--- config.mk ---
export PLATFORM = sky130hd
export DESIGN_NAME = axil_apb_bridge
export DESIGN_NICKNAME = d
export VERILOG_FILES = /design/src/rtl/axil_apb_pkg.sv /design/src/rtl/axil_apb_bridge.sv
export SDC_FILE = /design/constraint.sdc
export NUM_CORES = 1
export LEC_CHECK = 0
export CAP_MARGIN = 20
export CORE_MARGIN = 3
export CORE_UTILIZATION = 46
export DETAILED_ROUTE_END_ITERATION = 12
export PLACE_DENSITY = 0.86
export SYNTH_ARGS = -nofsm -noshare
export SYNTH_HDL_FRONTEND = slang
export SYNTH_SLANG_ARGS = --single-unit
--- constraint.sdc ---
create_clock -name axilite_clk -period 2.65 [get_ports axilite_clk]
set_clock_uncertainty 0.1 [all_clocks]
set_input_delay 0.265 -clock axilite_clk [delete_from_list [all_inputs] [get_ports axilite_clk]]
set_output_delay 0.265 -clock axilite_clk [all_outputs]
set_load 0.03 [all_outputs]
--- src/rtl/axil_apb_pkg.sv ---
// -----------------------------------------------------------------------------
// axil_apb_pkg
// Shared types and constants for the AXI4-Lite to APB4 bridge.
//   state_t        : bridge FSM states
//   RESP_OKAY      : AXI/APB OKAY response code
//   RESP_SLVERR    : AXI SLVERR response code
//   tmo_cnt_width  : width of the ACCESS timeout counter (APB_TIMEOUT_EN builds)
// -----------------------------------------------------------------------------
package axil_apb_pkg;

    typedef enum logic [2:0] {
        IDLE   = 3'd0,
        SETUP  = 3'd1,
        ACCESS = 3'd2,
        WRESP  = 3'd3,
        RRESP  = 3'd4
    } state_t;

    localparam logic [1:0] RESP_OKAY   = 2'b00;
    localparam logic [1:0] RESP_SLVERR = 2'b10;

    // Counter must hold values 0 .. cycles-1; never narrower than one bit.
    function automatic int tmo_cnt_width(input int cycles);
        return (cycles > 1) ? $clog2(cycles) : 1;
    endfunction

endpackage

--- src/rtl/axil_apb_bridge.sv ---
// -----------------------------------------------------------------------------
// axil_apb_bridge
// AXI4-Lite slave to APB4 master bridge. One APB transfer at a time; AW, W and
// AR each have a one-entry holding register so the next request is captured
// while an access is in flight. Reads and writes that are pending together
// are served alternately.
//
// Build option: define APB_TIMEOUT_EN to end an ACCESS phase that has waited
// TIMEOUT_CYCLES cycles for pready with SLVERR (read data returned as 0).
//
// Ports:
//   axilite_clk, axilite_rst     clock, synchronous active-high reset
//   s_axil_aw* / w* / b*         AXI4-Lite write address, data, response
//   s_axil_ar* / r*              AXI4-Lite read address, data/response
//   m_apb_paddr .. m_apb_pprot   APB4 request outputs
//   m_apb_pready/prdata/pslverr  APB4 completer inputs
// -----------------------------------------------------------------------------
module axil_apb_bridge
    import axil_apb_pkg::*;
#(
    parameter int ADDR_WIDTH     = 32,
    parameter int DATA_WIDTH     = 32,
    parameter int TIMEOUT_CYCLES = 256
) (
    input  logic                    axilite_clk,
    input  logic                    axilite_rst,
    // AXI4-Lite slave
    input  logic [ADDR_WIDTH-1:0]   s_axil_awaddr,
    input  logic [2:0]              s_axil_awprot,
    input  logic                    s_axil_awvalid,
    output logic                    s_axil_awready,
    input  logic [DATA_WIDTH-1:0]   s_axil_wdata,
    input  logic [DATA_WIDTH/8-1:0] s_axil_wstrb,
    input  logic                    s_axil_wvalid,
    output logic                    s_axil_wready,
    output logic [1:0]              s_axil_bresp,
    output logic                    s_axil_bvalid,
    input  logic                    s_axil_bready,
    input  logic [ADDR_WIDTH-1:0]   s_axil_araddr,
    input  logic [2:0]              s_axil_arprot,
    input  logic                    s_axil_arvalid,
    output logic                    s_axil_arready,
    output logic [DATA_WIDTH-1:0]   s_axil_rdata,
    output logic [1:0]              s_axil_rresp,
    output logic                    s_axil_rvalid,
    input  logic                    s_axil_rready,
    // APB4 master
    output logic [ADDR_WIDTH-1:0]   m_apb_paddr,
    output logic                    m_apb_psel,
    output logic                    m_apb_penable,
    output logic                    m_apb_pwrite,
    output logic [DATA_WIDTH-1:0]   m_apb_pwdata,
    output logic [DATA_WIDTH/8-1:0] m_apb_pstrb,
    output logic [2:0]              m_apb_pprot,
    input  logic                    m_apb_pready,
    input  logic [DATA_WIDTH-1:0]   m_apb_prdata,
    input  logic                    m_apb_pslverr
);

    localparam int STRB_WIDTH = DATA_WIDTH / 8;

    if (TIMEOUT_CYCLES < 1 || (DATA_WIDTH % 8) != 0) begin : g_param_check
        $error("axil_apb_bridge: TIMEOUT_CYCLES must be >= 1 and DATA_WIDTH a multiple of 8");
    end

    state_t state, state_nxt;

    logic                  rdy_en;        // holds all readies low in the cycle after reset
    logic                  prio_write;    // contention winner: 1 = write, 0 = read
    logic                  aw_full, w_full, ar_full;
    logic [ADDR_WIDTH-1:0] aw_addr, ar_addr;
    logic [2:0]            aw_prot, ar_prot;
    logic [DATA_WIDTH-1:0] w_data;
    logic [STRB_WIDTH-1:0] w_strb;

    logic                  wr_pend, rd_pend, issue_wr, issue_rd;
    logic                  access_done, access_err;
    logic [DATA_WIDTH-1:0] rd_data_in;

    assign wr_pend  = aw_full && w_full;
    assign rd_pend  = ar_full;
    assign issue_wr = (state == IDLE) && wr_pend && (!rd_pend || prio_write);
    assign issue_rd = (state == IDLE) && rd_pend && (!wr_pend || !prio_write);

    assign s_axil_awready = rdy_en && !aw_full;
    assign s_axil_wready  = rdy_en && !w_full;
    assign s_axil_arready = rdy_en && !ar_full;

`ifdef APB_TIMEOUT_EN
    localparam int                TMO_W    = tmo_cnt_width(TIMEOUT_CYCLES);
    localparam logic [TMO_W-1:0]  TMO_LAST = TMO_W'(TIMEOUT_CYCLES - 1);

    logic [TMO_W-1:0] tmo_cnt;
    logic             tmo_hit;

    assign tmo_hit = !m_apb_pready && (tmo_cnt == TMO_LAST);

    always_ff @(posedge axilite_clk) begin
        if (axilite_rst) begin
            tmo_cnt <= '0;
        end else if (state == SETUP) begin
            tmo_cnt <= '0;
        end else if (state == ACCESS && !m_apb_pready && !tmo_hit) begin
            tmo_cnt <= tmo_cnt + 1'b1;
        end
    end

    // A timed-out access behaves as pready with pslverr and zero read data.
    assign access_done = (state == ACCESS) && (m_apb_pready || tmo_hit);
    assign access_err  = !m_apb_pready || m_apb_pslverr;
    assign rd_data_in  = m_apb_pready ? m_apb_prdata : '0;
`else
    assign access_done = (state == ACCESS) && m_apb_pready;
    assign access_err  = m_apb_pslverr;
    assign rd_data_in  = m_apb_prdata;
`endif

    // ---------------- FSM: state register ----------------
    // NOTE: clocked state uses non-blocking assignments so every register
    // samples pre-edge values regardless of process evaluation order.
    always_ff @(posedge axilite_clk) begin
        if (axilite_rst) state <= IDLE;
        else             state <= state_nxt;
    end

    // ---------------- FSM: next state ----------------
    // NOTE: the default assignment first keeps this purely combinational;
    // a path that left state_nxt unassigned would infer a latch.
    always_comb begin
        state_nxt = state;
        unique case (state)
            IDLE:    if (issue_wr || issue_rd) state_nxt = SETUP;
            SETUP:   state_nxt = ACCESS;
            ACCESS:  if (access_done) state_nxt = m_apb_pwrite ? WRESP : RRESP;
            WRESP:   if (s_axil_bready) state_nxt = IDLE;
            RRESP:   if (s_axil_rready) state_nxt = IDLE;
            default: state_nxt = IDLE;
        endcase
    end

    // ---------------- FSM: outputs ----------------
    always_comb begin
        m_apb_psel    = 1'b0;
        m_apb_penable = 1'b0;
        s_axil_bvalid = 1'b0;
        s_axil_rvalid = 1'b0;
        unique case (state)
            SETUP:   m_apb_psel = 1'b1;
            ACCESS:  begin
                m_apb_psel    = 1'b1;
                m_apb_penable = 1'b1;
            end
            WRESP:   s_axil_bvalid = 1'b1;
            RRESP:   s_axil_rvalid = 1'b1;
            default: ;
        endcase
    end

    // ---------------- Holding register occupancy ----------------
    always_ff @(posedge axilite_clk) begin
        if (axilite_rst) begin
            aw_full <= 1'b0;
            w_full  <= 1'b0;
            ar_full <= 1'b0;
        end else begin
            if (s_axil_awvalid && s_axil_awready) aw_full <= 1'b1;
            else if (issue_wr)                    aw_full <= 1'b0;
            if (s_axil_wvalid && s_axil_wready)   w_full  <= 1'b1;
            else if (issue_wr)                    w_full  <= 1'b0;
            if (s_axil_arvalid && s_axil_arready) ar_full <= 1'b1;
            else if (issue_rd)                    ar_full <= 1'b0;
        end
    end

    // NOTE: payload registers carry no reset; they are only read while the
    // matching *_full flag is set, and that flag is reset.
    always_ff @(posedge axilite_clk) begin
        if (s_axil_awvalid && s_axil_awready) begin
            aw_addr <= s_axil_awaddr;
            aw_prot <= s_axil_awprot;
        end
        if (s_axil_wvalid && s_axil_wready) begin
            w_data <= s_axil_wdata;
            w_strb <= s_axil_wstrb;
        end
        if (s_axil_arvalid && s_axil_arready) begin
            ar_addr <= s_axil_araddr;
            ar_prot <= s_axil_arprot;
        end
    end

    // ---------------- APB request and AXI response registers ----------------
    always_ff @(posedge axilite_clk) begin
        if (axilite_rst) begin
            rdy_en       <= 1'b0;
            prio_write   <= 1'b1;
            m_apb_paddr  <= '0;
            m_apb_pwrite <= 1'b0;
            m_apb_pwdata <= '0;
            m_apb_pstrb  <= '0;
            m_apb_pprot  <= '0;
            s_axil_bresp <= RESP_OKAY;
            s_axil_rresp <= RESP_OKAY;
            s_axil_rdata <= '0;
        end else begin
            rdy_en <= 1'b1;
            // The priority flag only moves when both types were competing.
            if (issue_wr) begin
                m_apb_paddr  <= aw_addr;
                m_apb_pprot  <= aw_prot;
                m_apb_pwrite <= 1'b1;
                m_apb_pwdata <= w_data;
                m_apb_pstrb  <= w_strb;
                if (rd_pend) prio_write <= 1'b0;
            end else if (issue_rd) begin
                m_apb_paddr  <= ar_addr;
                m_apb_pprot  <= ar_prot;
                m_apb_pwrite <= 1'b0;
                m_apb_pwdata <= '0;
                m_apb_pstrb  <= '0;
                if (wr_pend) prio_write <= 1'b1;
            end
            if (access_done) begin
                if (m_apb_pwrite) begin
                    s_axil_bresp <= access_err ? RESP_SLVERR : RESP_OKAY;
                end else begin
                    s_axil_rdata <= rd_data_in;
                    s_axil_rresp <= access_err ? RESP_SLVERR : RESP_OKAY;
                end
            end
        end
    end

endmodule

==> flow_summary.yaml <==
finish:
  finalNonFillerCells: 1176
  synthToLayoutAreaGrowth_pct: 42.2
  multi_input_area_sq_um: 2370
  final_area_sq_um: 11800
  fillers: 1273
  diodes: 0
  drive_gt1_frac: 0.0799
  utilization: 0.674
  ff_latch_area_sq_um: 5470
  nNetsFinal: 1081
setup_path:
  cp.depth: 3
  r2r_slack_ns: 0.62
  end_kind: "primary output"
  crit_required_ns: 2.29
  ff2ff_path_depth: 4
  crit_chain: "or3b_1 > clkinv_4 > clkdlybuf4s50_1"
  cp_max_fo: 13
  crit_arrival_ns: 2.14
  critPathBufInv: 2
  crit_slowest_cell: "clkdlybuf4s50_1"
  crit_path_start_kind: "flip-flop"
  cp_top_family: "buffers and inverters"
  critical_path_class: "flip-flop to primary output"
  cpPeakStageDelay_ns: 0.67
sta:
  timing_worst_slew_pin_value_ns: 0.704
  fin_crit_sh: 0.945
  fmax_mhz: 399
  worst_slack_ns: 0.145
  finalMaxSlewViolations: 0
  fin_crit_ns: 2.50
  hold_violations: 0
  rsz0062_at_grt: "no"
  setup_tns_ns: 0
  max_slew_margin: 0.531
  setup_viol: 0
drt:
  vias: 6917
  vias_per_cell: 5.88
  routed_wl_microns: 23700
  ant_nets: 0
  drcViolationCount: 0
  drtIter0Drc: 552
  wl_per_cell_microns: 20.2
  drt_first_pass_iters: 5
power_and_ir_drop:
  combinationalPowerShare: 0.108
  p_leak_nw: 3.81
  switching_share: 0.232
  p_switching_mw: 1.83
  ir_drop_mv: 0.490
  p_per_area_nw_per_um2: 671
  clockPowerShare: 0.414
  pwr-share-seq: 0.478
  p_int_mw: 6.06
placed_design:
  dp_hpwl_microns: 15300
  placedCellCount: 1134
  placed_cell_area_sq_um: 11000
  globalplace.congestion: 0.803
  portBuffers: 259
  place_ws_ns: 0.529
synth:
  seq_area_frac_synth: 0.660
  synth-compound-area-share: 0.190
  synth-async-reset-ratio: 0
  yosys.area_share.simple: 0.0925
  synth_xor_area_frac: 0.00106
  synthAdderAreaFrac: 0
  syn_area_sq_um: 8280
  syn_avg_cell_area_sq_um: 11.7
  synth_top_family_by_area: "compound AO/OA/AOI/OAI gates"
  synth_ff_type: "dfxtp_1"
  synth-seq-cells: 220
  syn_inst: 709
  muxShareOfSynthArea: 0
  yosysUniqueCellTypes: 40
  synth-edff-count: 106
  yosysWarnings: 0
grt:
  grt_usage: 0.231
  antenna_found_initial: 0
  grt_pass1_wl_microns: 36900
  grt_max_degree: 78
  grt-ovfl-total: 0
  grt_pass1_vias: 6891
clock_network:
  cts_hold_buf: 0
  cts_made_buffers: 23
  htree_levels: 1
  clk_latency_ns: 0.50
  clock_tree.root_cell: "clkbuf_16"
  clk_pin_slew_ns: 0.06
  post_cts_buffers: 0
  cts_sinks: 220
  cts_buffer_depth: 3
  cts_tree: "done"
floorplanning:
  dieArea_sq_um: 19600
  die_x_microns: 140
  rows: 48
  die_y_microns: 140
  start_util: 0.474
  ios: 262
  core-area_sq_um: 17500
hold_path:
  hold_depth: 1
  hp-class: "primary input to flip-flop"
job:
  drv_cap: 0
run_status:
  status: "completed"
[synthesized netlist by cell type (7+ instances only)]
cell type,n,area (sq um)
clkbuf_1,35,131
a311oi_1,35,307
o21ai_1,21,105
buf_4,7,52.6
a21oi_1,109,546
o21ai_0,50,250
nand4_1,36,225
o31ai_1,36,270
dfxtp_1,114,2280
buf_6,8,90.1
buf_2,33,165
nand3_1,71,355
edfxtp_1,106,3180
[per-layer routing]
| metal | up-vias | share of wire | global-route usage |
|---|---|---|---|
| li1 | 3172 | - | - |
| met1 | 3342 | 0.37 | 0.282 |
| met2 | 337 | 0.51 | 0.401 |
| met3 | 66 | 0.068 | 0.0437 |
| met4 | 0 | 0.047 | 0.0974 |
| met5 | - | 0 | 0 |
[through the flow]
stage | power, mW | hold slack (ns)
global placement | 4.68 | 0.360
CTS | 7.97 | 0.191
finish | 7.89 | 0.214
floorplan | 4.25 | 0.264
detailed placement | 4.70 | 0.367
global route | 8.17 | 0.189
[power by group through the flow]
stage	combinational [mW]	sequential, mW	clock (mW)
floorplan	0.315	3.94	0
global placement	0.841	3.84	0
detailed placement	0.856	3.84	0
CTS	0.860	3.77	3.34
global route	0.906	3.78	3.48
finish	0.856	3.77	3.27
[cell families (layout without fill, tap and decap cells)]
kind of cell	Yosys count	after routing
buf+inv	89	330
compound gates	263	263
flops	220	220
other cells	1	2
xor+xnor	1	1
simple gates	135	135
[worst reg2reg max path, cell delays in order, from the launching register on]
cell and delay (ns):
dfxtp_1 0.42, or3_2 0.59, buf_4 0.28, o31ai_1 0.36, a311oi_1 0.13
[registers in the layout, indices dropped and copies added, names as in the netlist, 3 cells and up]
name	cells
state	3
w_data	32
m_apb_pstrb	4
ar_addr	32
s_axil_rdata	32
m_apb_pwdata	32
m_apb_pprot	3
aw_prot	3
aw_addr	32
m_apb_paddr	32
w_strb	4
ar_prot	3
[cell type report]
class | instances | area share
clock buffer | 29 | 0.0525
timing repair buffer | 282 | 0.242
multi-input combinational | 401 | 0.201
tap | 225 | 0.0239
clock inverter | 13 | 0.0135
inverter | 6 | 0.00234
sequential | 220 | 0.464
[path summary, 6_finish.rpt]
| path | from | to |
|---|---|---|
| worst max-delay path | state[1]$_SDFFE_PP0P_ | m_apb_penable |
| worst min-delay path | s_axil_wdata[0] | w_data[0]$_DFFE_PP_ |
| worst max register to register | state[2]$_SDFFE_PP0P_ | m_apb_paddr[10]$_SDFFE_PP0P_ |
| worst min register to register | m_apb_pwdata[14]$_SDFFE_PP0P_ | m_apb_pwdata[14]$_SDFFE_PP0P_ |
[cells in the final DEF (no fill, tap or decap), types with 2 or more instances in the layout]
master,count
nand2_1,3
a21oi_1,109
clkbuf_8,2
conb_1,2
clkbuf_16,23
buf_12,7
nand4_1,36
o31ai_1,36
nand3_1,71
o21ai_0,50
o21a_1,2
a31oi_1,3
nor2_1,2
clkbuf_1,4
a311oi_1,35
and2_2,3
o21ai_1,21
edfxtp_1,106
clkdlybuf4s50_1,258
nor2b_2,2
nor3_1,2
dfxtp_1,113
buf_4,17
clkinvlp_4,3
clkinv_4,3
inv_1,5
clkinv_2,4
nor2b_1,4
bufinv_16,3
[what timing repair did]
| action | in CTS | in global routing |
|---|---|---|
| endpoints found under the setup margin | 1 | 0 |
| hold endpoints to repair | 0 | 0 |
| resized for setup | 1 | 0 |
(Power assumes the default switching activity.)
